## config.mk

```make
export PLATFORM = sky130hd
export DESIGN_NAME = mem_access_unit
export DESIGN_NICKNAME = d
export VERILOG_FILES = /design/src/rtl/mem_pkg.sv /design/src/rtl/lane_extend.sv /design/src/rtl/mem_access_unit.sv
export SDC_FILE = /design/constraint.sdc
export NUM_CORES = 1
export LEC_CHECK = 0
export BUFFER_PORTS_ARGS = -buffer_cell sky130_fd_sc_hd__buf_2
export CAP_MARGIN = 30
export CORE_AREA = 8 8 132 109
export CTS_CLUSTER_DIAMETER = 40
export DETAILED_ROUTE_END_ITERATION = 7
export DIE_AREA = 0 0 140 117
export GPL_TIMING_DRIVEN = 0
export MAX_ROUTING_LAYER = met4
export PLACE_DENSITY = 0.86
export SLEW_MARGIN = 30
export SYNTH_ARGS = -nofsm -noshare
export SYNTH_HDL_FRONTEND = slang
export SYNTH_SLANG_ARGS = --single-unit
```

## constraint.sdc

```tcl
create_clock -name clk -period 4.1 [get_ports clk]
set_clock_uncertainty 0.2 [all_clocks]
set_input_delay 0.41 -clock clk [delete_from_list [all_inputs] [get_ports clk]]
set_output_delay 0.41 -clock clk [all_outputs]
set_load 0.1 [all_outputs]
```

## src/rtl/mem_pkg.sv

```systemverilog
// Shared definitions for the load/store path: access-size encodings,
// the load/store FSM states and the natural-alignment rule.
package mem_pkg;

  typedef enum logic [1:0] {
    SIZE_B = 2'd0,
    SIZE_H = 2'd1,
    SIZE_W = 2'd2,
    SIZE_D = 2'd3
  } size_e;

  typedef enum logic [1:0] {
    ST_IDLE = 2'd0,
    ST_BUS  = 2'd1,
    ST_DONE = 2'd2
  } state_e;

  // True when an access of the given size is not naturally aligned.
  function automatic logic misaligned(input logic [1:0] size, input logic [2:0] low);
    case (size)
      SIZE_H:  misaligned = low[0];
      SIZE_W:  misaligned = |low[1:0];
      SIZE_D:  misaligned = |low[2:0];
      default: misaligned = 1'b0;
    endcase
  endfunction

endpackage

```

## src/rtl/lane_extend.sv

```systemverilog
// Load-data lane select plus sign/zero extension.
// Ports:
//   data       full-width bus read data
//   offset     byte offset of the access within the bus word (aligned)
//   size       access size (mem_pkg size encoding)
//   zero_ext   1 = zero-extend, 0 = sign-extend
//   result     right-justified, extended value
module lane_extend
  import mem_pkg::*;
#(
  parameter int unsigned DATA_W = 32
) (
  input  logic [DATA_W-1:0]             data,
  input  logic [$clog2(DATA_W/8)-1:0]   offset,
  input  logic [1:0]                    size,
  input  logic                          zero_ext,
  output logic [DATA_W-1:0]             result
);

  logic [DATA_W-1:0] shifted;

  // Accesses are aligned, so the byte offset alone right-justifies the lane.
  always_comb begin
    shifted = data >> {offset, 3'b000};
    case (size)
      SIZE_B:  result = zero_ext ? DATA_W'(shifted[7:0])  : DATA_W'(signed'(shifted[7:0]));
      SIZE_H:  result = zero_ext ? DATA_W'(shifted[15:0]) : DATA_W'(signed'(shifted[15:0]));
      SIZE_W:  result = zero_ext ? DATA_W'(shifted[31:0]) : DATA_W'(signed'(shifted[31:0]));
      default: result = shifted;
    endcase
  end

endmodule

```

## src/rtl/mem_access_unit.sv

```systemverilog
// M-stage load/store unit: turns one decoded memory op into a handshaked
// data-bus transaction, with alignment checks, pipeline stall and load
// data extension.
// Ports:
//   clk, reset (async, active-high)
//   req_valid/req_we/req_size/req_unsigned/req_addr/req_wdata : M-stage op
//   stall, rsp_valid, rsp_rdata                                : pipeline side
//   exc_adel, exc_ades, exc_bus                                : exception pulses
//   bus_req/bus_we/bus_addr/bus_be/bus_wdata, bus_ack/bus_rdata: data bus
module mem_access_unit
  import mem_pkg::*;
#(
  parameter int unsigned DATA_W  = 32,
  parameter int unsigned ADDR_W  = 32,
  parameter int unsigned TIMEOUT = 255
) (
  input  logic                clk,
  input  logic                reset,
  input  logic                req_valid,
  input  logic                req_we,
  input  logic [1:0]          req_size,
  input  logic                req_unsigned,
  input  logic [ADDR_W-1:0]   req_addr,
  input  logic [DATA_W-1:0]   req_wdata,
  output logic                stall,
  output logic                rsp_valid,
  output logic [DATA_W-1:0]   rsp_rdata,
  output logic                exc_adel,
  output logic                exc_ades,
  output logic                exc_bus,
  output logic                bus_req,
  output logic                bus_we,
  output logic [ADDR_W-1:0]   bus_addr,
  output logic [DATA_W/8-1:0] bus_be,
  output logic [DATA_W-1:0]   bus_wdata,
  input  logic                bus_ack,
  input  logic [DATA_W-1:0]   bus_rdata
);

  localparam int unsigned NB = DATA_W / 8;
  localparam int unsigned K  = $clog2(NB);
  localparam int unsigned TW = $clog2(TIMEOUT + 1) + 1;

  state_e            state;
  logic              we_q;
  logic [1:0]        size_q;
  logic              uns_q;
  logic [K-1:0]      off_q;
  logic [ADDR_W-1:0] addr_q;
  logic [NB-1:0]     be_q;
  logic [DATA_W-1:0] wdata_q;
  logic [DATA_W-1:0] rdata_q;
  logic [TW-1:0]     timer;
  logic              exc_bus_q;

  logic              legal;
  logic              bad;
  logic              idle_req;
  logic              accept;
  logic [NB-1:0]     be_n;
  logic [DATA_W-1:0] wdata_n;
  logic [DATA_W-1:0] ext;

  always_comb begin
    legal    = (req_size != SIZE_D) || (DATA_W == 64);
    bad      = !legal || misaligned(req_size, req_addr[2:0]);
    idle_req = (state == ST_IDLE) && req_valid && !reset;
    accept   = idle_req && !bad;

    // Aligned offset doubles as the shift for half/word masks.
    case (req_size)
      SIZE_B:  begin be_n = NB'(1)    << req_addr[K-1:0]; wdata_n = {NB{req_wdata[7:0]}};        end
      SIZE_H:  begin be_n = NB'(3)    << req_addr[K-1:0]; wdata_n = {(NB/2){req_wdata[15:0]}};   end
      SIZE_W:  begin be_n = NB'(4'hF) << req_addr[K-1:0]; wdata_n = {(NB/4){req_wdata[31:0]}};   end
      default: begin be_n = '1;                            wdata_n = req_wdata;                   end
    endcase
    if (!req_we) be_n = '1;
  end

  lane_extend #(.DATA_W(DATA_W)) u_lane_extend (
    .data     (bus_rdata),
    .offset   (off_q),
    .size     (size_q),
    .zero_ext (uns_q),
    .result   (ext)
  );

  always_ff @(posedge clk or posedge reset) begin
    if (reset) begin
      state     <= ST_IDLE;
      we_q      <= 1'b0;
      size_q    <= '0;
      uns_q     <= 1'b0;
      off_q     <= '0;
      addr_q    <= '0;
      be_q      <= '0;
      wdata_q   <= '0;
      rdata_q   <= '0;
      timer     <= '0;
      exc_bus_q <= 1'b0;
    end else begin
      exc_bus_q <= 1'b0;
      case (state)
        ST_IDLE: begin
          if (accept) begin
            we_q    <= req_we;
            size_q  <= req_size;
            uns_q   <= req_unsigned;
            off_q   <= req_addr[K-1:0];
            addr_q  <= {req_addr[ADDR_W-1:K], {K{1'b0}}};
            be_q    <= be_n;
            wdata_q <= req_we ? wdata_n : '0;
            timer   <= '0;
            state   <= ST_BUS;
          end
        end
        ST_BUS: begin
          // Ack is checked first so it wins over a same-cycle timeout.
          if (bus_ack) begin
            rdata_q <= we_q ? '0 : ext;
            state   <= ST_DONE;
          end else if (TIMEOUT != 0 && timer == TW'(TIMEOUT - 1)) begin
            exc_bus_q <= 1'b1;
            state     <= ST_IDLE;
          end else if (TIMEOUT != 0) begin
            timer <= timer + TW'(1);
          end
        end
        ST_DONE: state <= ST_IDLE;
        default: state <= ST_IDLE;
      endcase
    end
  end

  assign stall     = accept || (state == ST_BUS);
  assign rsp_valid = (state == ST_DONE);
  assign rsp_rdata = rdata_q;
  assign exc_adel  = idle_req && bad && !req_we;
  assign exc_ades  = idle_req && bad && req_we;
  assign exc_bus   = exc_bus_q;
  assign bus_req   = (state == ST_BUS);
  assign bus_we    = bus_req && we_q;
  assign bus_addr  = bus_req ? addr_q  : '0;
  assign bus_be    = bus_req ? be_q    : '0;
  assign bus_wdata = bus_req ? wdata_q : '0;

endmodule
```

==> flow_summary.yaml, run 1 <==
worst_setup_path:
  cp-end-kind: "primary output"
  slowest_stage: "dlygate4sd3_1"
  path_buf_inv: 5
  worstPathCellList: "dlygate4sd3_1 -> buf_2 -> or4b_1 -> buf_2 -> nand2b_1 -> clkbuf_1 -> nand2_1 -> buf_2"
  path_max_fanout: 10
  startpoint_type: "primary input"
  cp_top_family: "buffers and inverters"
  required_ns: 3.49
  crit_type: "primary input to primary output"
  worstPathArrival_ns: 2.79
  slowest_delay_ns: 0.53
  cpMostUsedCell: "buf_2"
floorplanning:
  core_area_um2: 12400
  die_y_um: 117
  die_area_um2: 16400
  rows: 37
  ios: 211
  die_x_um: 140
  start_util_pct: 48.3
placement:
  gp_congestion: 0.943
  hpwl_mm: 13.4
  pre_cts_slack_ns: 1.19
  dpl-instance-area_um2: 7270
  io_buffers: 208
hold_path:
  hp-class: "primary input to flip-flop"
global_routing:
  grt_max_degree: 61
  overflow: 0
  grt_pass1_vias: 5440
  grt_pass1_wl_mm: 28.2
  grt_util_all_layers_pct: 22.6
  antenna_found_initial: 2
cells_and_area:
  final_common_cell: "buf_2"
  final_cell_mix: "buf_2, dfrtp_1, and2_1"
  final_nets: 902
  postLayoutCellArea_um2: 7920
  layout-drive-gt1-share_pct: 39.6
  area_delta_synth_final_pct: 32.1
synth:
  netlist_area_um2: 5990
  seq_area_frac_synth_pct: 48.4
  synth_warnings: 0
  synth_area_leaders: "dfrtp_1, mux2_2, and2_1"
  synth_cell_types: 52
  yosysTopAreaCell: "dfrtp_1"
  ys_seq_elements: 116
  syn_inst: 561
  async_reset_ff_share_pct: 100
  synth_ff_type: "dfrtp_1"
  synth_edf_count: 0
  synth_top_area_share_pct: 48.4
  syn_avg_cell_area_um2: 10.7
detailed_routing:
  ant_nets: 0
  drc: 0
  wl_per_cell_um: 18.6
  drt_wl_total_mm: 17.9
  first_pass_iters: 5
  initialDrtViolationCount: 436
  vias_per_cell: 5.49
  vias: 5279
clock_network:
  clock_sinks: 116
  clock_path_buffers: 2
  cts_tree: "built"
  clock_latency_ns: 0.40
  cts_buffers: 17
  path_clk_slew_ns: 0.06
  cts_max_level: 4
  cts_root_buffer: "clkbuf_16"
power:
  irDropWorstVdd_mv: 0.586
  p_comb_share_pct: 45.9
  p_clk_share_pct: 25.9
  p_int_uw: 3200
  switching_share_pct: 47.8
  p_leak_uw: 0.00405
  p_sw_uw: 2930
  power_density_nw_per_um2: 774
  p_seq_share_pct: 28.2
sta:
  finalHoldViolations: 0
  final.setup.tns_ns: 0
  finalWorstSetupSlack_ns: 0.698
  slew_viol_final: 0
  period_minus_slack_ns: 3.40
  whs_ns: 0.0360
  tightest_slew_ns: 0.644
  max_freq_ghz: 0.294
  rsz0062_at_grt: "no"
  finalSetupViolations: 0
  post-route-period-util_pct: 83.0
  slew_headroom_pct: 56.8
status:
  outcome: "complete, no violations"
job:
  maxCapViolCount: 0
kinds of logic (layout without fill, tap and decap cells):
logic type               Yosys count  count (layout)  share of synthesized area (%)
buffers and inverters             61             303                           4.84
adder cells (fa/ha/maj)            7               7                           1.46
other                              1               4                         0.0626
flip-flops                       116             116                           48.4
XOR/XNOR                           1               1                          0.146
multiplexers                      69              69                           12.8
AO/OA/AOI/OAI                    134             134                           16.2
AND/OR/NAND/NOR                  172             172                           16.1
layer usage:
metal | wire [um] | global-route usage (%)
met5 | 0 | -
met4 | 469 | 10.0
met3 | 1490 | 6.93
met2 | 8380 | 34.5
met1 | 7580 | 27.6
worst paths after layout:
| path | startpoint | end | slack, ns | cells past startpoint |
|---|---|---|---|---|
| setup / recovery | reset | stall | 0.70 | 8 |
| hold / removal | req_addr[5] | addr_q[5]$_DFFE_PP0P_ | 0.04 | 2 |
| setup reg to reg | we_q$_DFFE_PP0P_ | rsp_rdata[29]$_DFFE_PP0P_ | 1.77 | 6 |
| hold reg to reg | rsp_rdata[13]$_DFFE_PP0P_ | rsp_rdata[13]$_DFFE_PP0P_ | 0.29 | 2 |
| max in group asynchronous | reset | addr_q[3]$_DFFE_PP0P_ | 2.71 | 4 |
| min in group asynchronous | reset | state[0]$_DFFE_PP0P_ | 0.37 | 3 |
repair_timing:
action | CTS | global route
hold buffers | 1 | 0
hold endpoints to repair | 56 | 0
setup buffers | 0 | 0
gates resized for setup | 0 | 0
area by class of cell:
class                   instances  area (um^2)
fillers                      1035         4490
flip-flops and latches        116         2900
multi-input cells             385         2800
repair buffers                210         1080
clock buffers                  20          457
plain buffers                  40          211
well taps                     156          195
clock inverters                12          178
inverters                      21         86.3
diodes                          2         5.00
power groups by stage:
| stage | clock (uW) | sequential (uW) | combinational, uW |
|---|---|---|---|
| floorplan | 0 | 2800 | 1210 |
| finish | 1590 | 1730 | 2810 |
| detailed placement | 0 | 1740 | 2810 |
| global placement | 0 | 1730 | 2780 |
| CTS | 1610 | 1730 | 2820 |
| global route | 1660 | 1780 | 2930 |
flip-flops by register name, indices dropped and copies added (netlist names), 2 cells and up:
name,count
addr_q,30
rsp_rdata,32
timer,9
wdata_q,32
state,2
size_q,2
off_q,2
be_q,4
worst register-to-register path, delay by kind of cell (launching register included):
| kind | cells | cell delay [ns] |
|---|---|---|
| AOI/OAI and AO/OA | 1 | 0.16 |
| buffers and inverters | 2 | 0.42 |
| DFF | 1 | 0.45 |
| and+or+nand+nor | 3 | 1.03 |
stage by stage:
step / utilization (%) / total power (uW) / cells
after CTS: 63.8 / 6150 / 960
after global routing: 63.8 / 6370 / 962
final: 63.8 / 6130 / 962
after detailed placement: 58.6 / 4550 / 927
after global placement: 58.3 / 4500 / 926
after floorplan: - / 4010 / 562
synth_stat cells, drive strengths merged (4+ instances only):
cell,number
ha,7
o22a,4
a22oi,8
and2,67
dfrtp,116
nand2,57
mux2i,19
nand3b,9
a221o,16
inv,19
a21oi,19
a22o,32
nor2,12
nand3,4
nor3,4
mux2,49
buf,15
clkbuf,25
o21ai,39
or2,4
Power figures use the tool's default switching activity.
==> inputs of run 2 (changes only) <==
Settings changed: ABC_AREA set to 1, CORE_AREA 8 8 132 109 to 8 8 134 111, DIE_AREA 0 0 140 117 to 0 0 142 119, PLACE_DENSITY 0.86 to 0.87.
Clock period 4.1 ns to 3.25 ns, I/O delays scaled along.
==> run 2 against run 1 <==
Routed wire length grew 20%. Sequential power grew 23%. Critical path type unchanged. Hold slack lost 0.033 ns. Highest routed layer unchanged. Utilization grew 5.6 points. Sequential share of layout area shrank 3.6 points.
==> flow_summary.yaml, run 2 <==
status:
  outcome: "complete, no violations"
synth:
  yosysTopAreaCell: "dfrtp_1"
  synth_ff_type: "dfrtp_1"
  synth_cell_types: 25
  ys_top_cells_by_count: "nand2_1, dfrtp_1, inv_1"
  syn_inst: 898
  yosysMostFrequentCell: "nand2_1"
  synth_top_area_share_pct: 45.6
  ys_seq_elements: 116
  syn_avg_cell_area_um2: 7.09
  netlist_area_um2: 6370
  synth_area_leaders: "dfrtp_1, nand2_1, inv_1"
  synth_warnings: 0
  synth_edf_count: 0
  async_reset_ff_share_pct: 100
  seq_area_frac_synth_pct: 45.6
power:
  irDropWorstVdd_mv: 0.806
  power_density_nw_per_um2: 876
  finalPower_uw: 7680
  p_leak_uw: 0.00489
sta:
  post-route-period-util_pct: 92.0
  tightest_slew_ns: 0.642
  finalHoldViolations: 0
  slew_headroom_pct: 57.2
  max_freq_ghz: 0.335
  finalSetupViolations: 0
  rsz0062_at_grt: "no"
  slew_viol_final: 0
  final.setup.tns_ns: 0
  period_minus_slack_ns: 2.99
  finalWorstSetupSlack_ns: 0.261
detailed_routing:
  ant_nets: 0
  drt_wl_total_mm: 21.6
  initialDrtViolationCount: 642
  first_pass_iters: 5
  wl_per_cell_um: 15.8
  vias: 6926
  vias_per_cell: 5.09
  drc: 0
job:
  maxCapViolCount: 0
global_routing:
  grt_pass1_wl_mm: 34.2
  grt_util_met1_pct: 30.5
  overflow: 0
  grt_max_degree: 32
  antenna_found_initial: 1
  grt_pass1_vias: 6837
  grt_use_met2_pct: 42.5
  grt_util_all_layers_pct: 26.0
  grt_util_met3_pct: 6.87
  top_usage_layer: "met2"
worst_setup_path:
  r2r_end: "timer[5]$_DFFE_PP0P_"
  crit_path_end: "stall"
  crit_type: "primary input to primary output"
  worstPathArrival_ns: 2.46
  cp-end-kind: "primary output"
  cp-startpoint: "reset"
  required_ns: 2.72
  path_max_fanout: 26
  reg2reg_depth: 7
  startpoint_type: "primary input"
  rrSetupSlack_ns: 1.31
  timing.rr.start: "state[1]$_DFFE_PP0P_"
clock_network:
  cts_tree: "built"
  clock_sinks: 116
  cts_max_level: 4
  path_clk_slew_ns: 0.06
  cts_root_buffer: "clkbuf_16"
  clock_path_buffers: 2
  clock_latency_ns: 0.41
  cts_buffers: 17
  cts_setup_buffers: 0
cells_and_area:
  instances_no_fill: 1361
  fin_util_pct: 69.4
  layout-drive-gt1-share_pct: 25.3
  final_nets: 1282
  n_fill_cell: 1003
  area_delta_synth_final_pct: 37.7
  final_common_cell: "nand2_1"
  final_cell_mix: "nand2_1, buf_2, dfrtp_1"
placement:
  io_buffers: 207
  gp_congestion: 0.946
  hpwl_mm: 14.9
  dpl.cell_count: 1285
  pre_cts_slack_ns: 0.429
floorplanning:
  core_area_um2: 12600
  ios: 211
  die_area_um2: 16900
  die_y_um: 119
  die_x_um: 142
  rows: 37
  start_util_pct: 50.4
hold_path:
  hp-class: "primary input to flip-flop"
==> run 2: area by class of cell <==
cell class                      count  area [um^2]  area share (%)
Antenna cell                        2         5.00          0.0571
Buffer                             52          330            3.77
Clock buffer                       20          467            5.32
Clock inverter                     12          119            1.36
Inverter                          103          390            4.45
Multi-Input combinational cell    628         2790            31.8
Sequential cell                   116         2900            33.1
Tap cell                          175          219            2.50
Timing Repair Buffer              253         1550            17.6
==> run 2: how the worst min path moves through the flow <==
stage / start / endpoint / depth (start not counted)
after floorplan: bus_ack / exc_bus$_DFF_PP0_ / 1
after global placement: rsp_rdata[25]$_DFFE_PP0P_ / rsp_rdata[25]$_DFFE_PP0P_ / 2
after detailed placement: reset / rsp_rdata[26]$_DFFE_PP0P_ / 2
after CTS: req_wdata[18] / wdata_q[18]$_DFFE_PP0P_ / 5
after global routing: req_wdata[18] / wdata_q[18]$_DFFE_PP0P_ / 5
final: req_wdata[22] / wdata_q[22]$_DFFE_PP0P_ / 5
==> run 2: through the flow <==
step / hold WS, ns / instance area [um^2]
2_1_floorplan: 0.197 / 6410
3_3_place_gp: 0.259 / 7670
3_5_place_dp: 0.189 / 7760
4_1_cts: 0.00147 / 8770
5_1_grt: 0.0112 / 8770
6_report: 0.00341 / 8770
==> run 2: timing repair <==
action                     in CTS  in global routing
hold buffers                   42                  0
setup endpoints to repair       0                  0
hold endpoints to repair       64                  0
resized for setup               0                  0
==> run 2: cells by family (layout without fill, tap and decap cells) <==
group	count (synthesis)	in the layout	share of synthesized area [%]
simple gates	494	494	31.2
buf+inv	155	440	11.1
compound gates	122	122	10.3
flops	116	116	45.6
fa+ha+maj	7	7	1.37
xor+xnor	3	3	0.413
other cells	1	4	0.0589
==> run 2: power by group <==
part,internal [uW],leakage (uW),switching (uW)
Clock,1120,0.000280,711
Sequential,1880,0.00149,250
Combinational,707,0.00311,3010
==> run 2: routing by layer <==
metal	part of all wire [%]	vias to the layer above	routed length, um
met1	41	3219	8820
li1	-	3305	-
met3	8.5	47	1840
met4	2.2	0	471
met5	0	-	0
met2	48	355	10400
==> run 2: worst max-delay path, cell delays in order <==
cell and delay [ns]:
dlygate4sd3_1 0.53, buf_2 0.13, clkinvlp_4 0.08, buf_12 0.20
nand2_1 0.09, nor2_2 0.15, nand3_2 0.13, buf_6 0.18
buf_8 0.16, nand2_8 0.05, buf_2 0.42
==> inputs of run 3 (changes only) <==
Clock period 3.25 ns to 2.9 ns, I/O delays scaled along.
==> run 3 against run 2 <==
Total power up 14%. Hold slack better by 0.011 ns. Utilization up 1.8 points. Global-route usage up 1.3 points. Largest cell class unchanged.
==> flow_summary.yaml, run 3 (same netlist as run 2, synthesis figures left out) <==
sta:
  tightest_slew_ns: 0.608
  finalWorstSetupSlack_ns: 0.0984
  post-route-period-util_pct: 96.6
  finalHoldViolations: 0
  rsz0062_at_grt: "no"
  slew_viol_final: 0
  period_minus_slack_ns: 2.80
  final.setup.tns_ns: 0
  slew_headroom_pct: 59.4
  finalSetupViolations: 0
  max_freq_ghz: 0.357
placement:
  hpwl_mm: 15.0
  io_buffers: 207
  pre_cts_slack_ns: 0.124
  gp_congestion: 0.953
  dpl-instance-area_um2: 7790
clock_network:
  clock_latency_ns: 0.41
  cts_buffers: 17
  cts_max_level: 4
  path_clk_slew_ns: 0.06
  cts_root_buffer: "clkbuf_16"
  clock_sinks: 116
  clock_path_buffers: 2
  cts_tree: "built"
power:
  p_leak_uw: 0.00498
  finalPower_uw: 8740
  irDropWorstVdd_mv: 0.650
  power_density_nw_per_um2: 971
worst_setup_path:
  slowest_delay_ns: 0.46
  crit_type: "flip-flop to primary output"
  path_buf_inv: 3
  worstPathCellList: "inv_1 -> nand2_1 -> clkbuf_1 -> nor2_1 -> buf_2"
  cp_top_family: "buffers and inverters"
  worstPathArrival_ns: 2.31
  startpoint_type: "flip-flop"
  cp-end-kind: "primary output"
  required_ns: 2.41
  slowest_stage: "buf_2"
  path_max_fanout: 11
floorplanning:
  rows: 37
  core_area_um2: 12600
  ios: 211
  die_area_um2: 16900
  start_util_pct: 50.4
  die_y_um: 119
  die_x_um: 142
detailed_routing:
  drt_wl_total_mm: 22.4
  first_pass_iters: 6
  drc: 0
  vias: 7127
  vias_per_cell: 5.19
  ant_nets: 0
  initialDrtViolationCount: 798
  wl_per_cell_um: 16.3
cells_and_area:
  layout-drive-gt1-share_pct: 25.0
  final_nets: 1296
  area_delta_synth_final_pct: 41.2
  final_common_cell: "nand2_1"
  ff_latch_area_um2: 2900
  n_fill_cell: 960
  postLayoutCellArea_um2: 9000
  final_cell_mix: "nand2_1, buf_2, dfrtp_1"
  multi_input_area_um2: 2790
global_routing:
  grt_max_degree: 29
  top_usage_layer: "met2"
  grt_util_met1_pct: 31.6
  antenna_found_initial: 3
  grt_use_met2_pct: 44.6
  overflow: 0
  grt_util_all_layers_pct: 27.2
  grt_util_met3_pct: 6.95
  grt_pass1_vias: 7148
  grt_pass1_wl_mm: 35.8
hold_path:
  hp-class: "primary input to flip-flop"
status:
  outcome: "complete, no violations"
job:
  maxCapViolCount: 0
[run 3: cell types whose count changed in the layout (fill, tap and decap cells not counted), moves of 2 or more]
cell,delta
buf_4,-3
buf_6,+4
clkinv_2,+2
clkinv_4,-2
inv_6,-4
o21ai_1,+22
bufinv_16,+2
buf_12,+3
buf_2,-3
o21ai_0,-22
dlygate4sd3_1,+13
[run 3: metrics by stage]
step	instances	util [%]	hold WS, ns
after floorplan	899	-	0.162
after global placement	1281	60.9	0.258
final	1374	71.2	0.0143
after detailed placement	1285	61.6	0.187
after CTS	1372	71.1	0.00368
after global routing	1374	71.2	0.0209
[run 3: power by group]
group | switching (uW) | internal (uW)
Clock | 741 | 1410
Combinational | 3390 | 825
Sequential | 270 | 2110
Total | 4400 | 4340
[run 3: final cells by class]
class,instances,area share (%)
flip-flops and latches,116,32.3
inverters,103,4.34
diodes,3,0.0834
clock buffers,21,5.23
repair buffers,268,19.2
clock inverters,9,1.43
multi-input cells,628,31.0
plain buffers,51,3.95
well taps,175,2.43
[run 3: worst paths after layout]
kind / from / depth (start not counted) / slack (ns) / to
max: state[1]$_DFFE_PP0P_ / 5 / 0.1 / bus_addr[11]
min reg2reg: rsp_rdata[20]$_DFFE_PP0P_ / 2 / 0.27 / rsp_rdata[20]$_DFFE_PP0P_
max in group asynchronous: reset / 8 / 1.36 / addr_q[22]$_DFFE_PP0P_
min in group asynchronous: reset / 5 / 0.40 / rsp_rdata[28]$_DFFE_PP0P_
max reg2reg: state[1]$_DFFE_PP0P_ / 8 / 0.73 / rsp_rdata[0]$_DFFE_PP0P_
min: req_wdata[30] / 3 / 0.01 / wdata_q[30]$_DFFE_PP0P_
[run 3: worst min-delay path, stage by stage]
cell and delay (ns):
buf_2 0.08, o211ai_1 0.08, o21ai_1 0.13
[run 3: metal layers]
metal,share of wire (%),vias up
met5,0,-
met4,2.7,0
met3,9.9,63
met2,48,441
met1,39,3294
li1,-,3329
[run 3: timing repair]
action / 4_1_cts / 5_1_grt
resized for setup: 0 / 2
setup endpoints to repair: 0 / 36
buffers inserted: 0 / 0
hold buffers: 57 / 0
hold endpoints to repair: 79 / 0
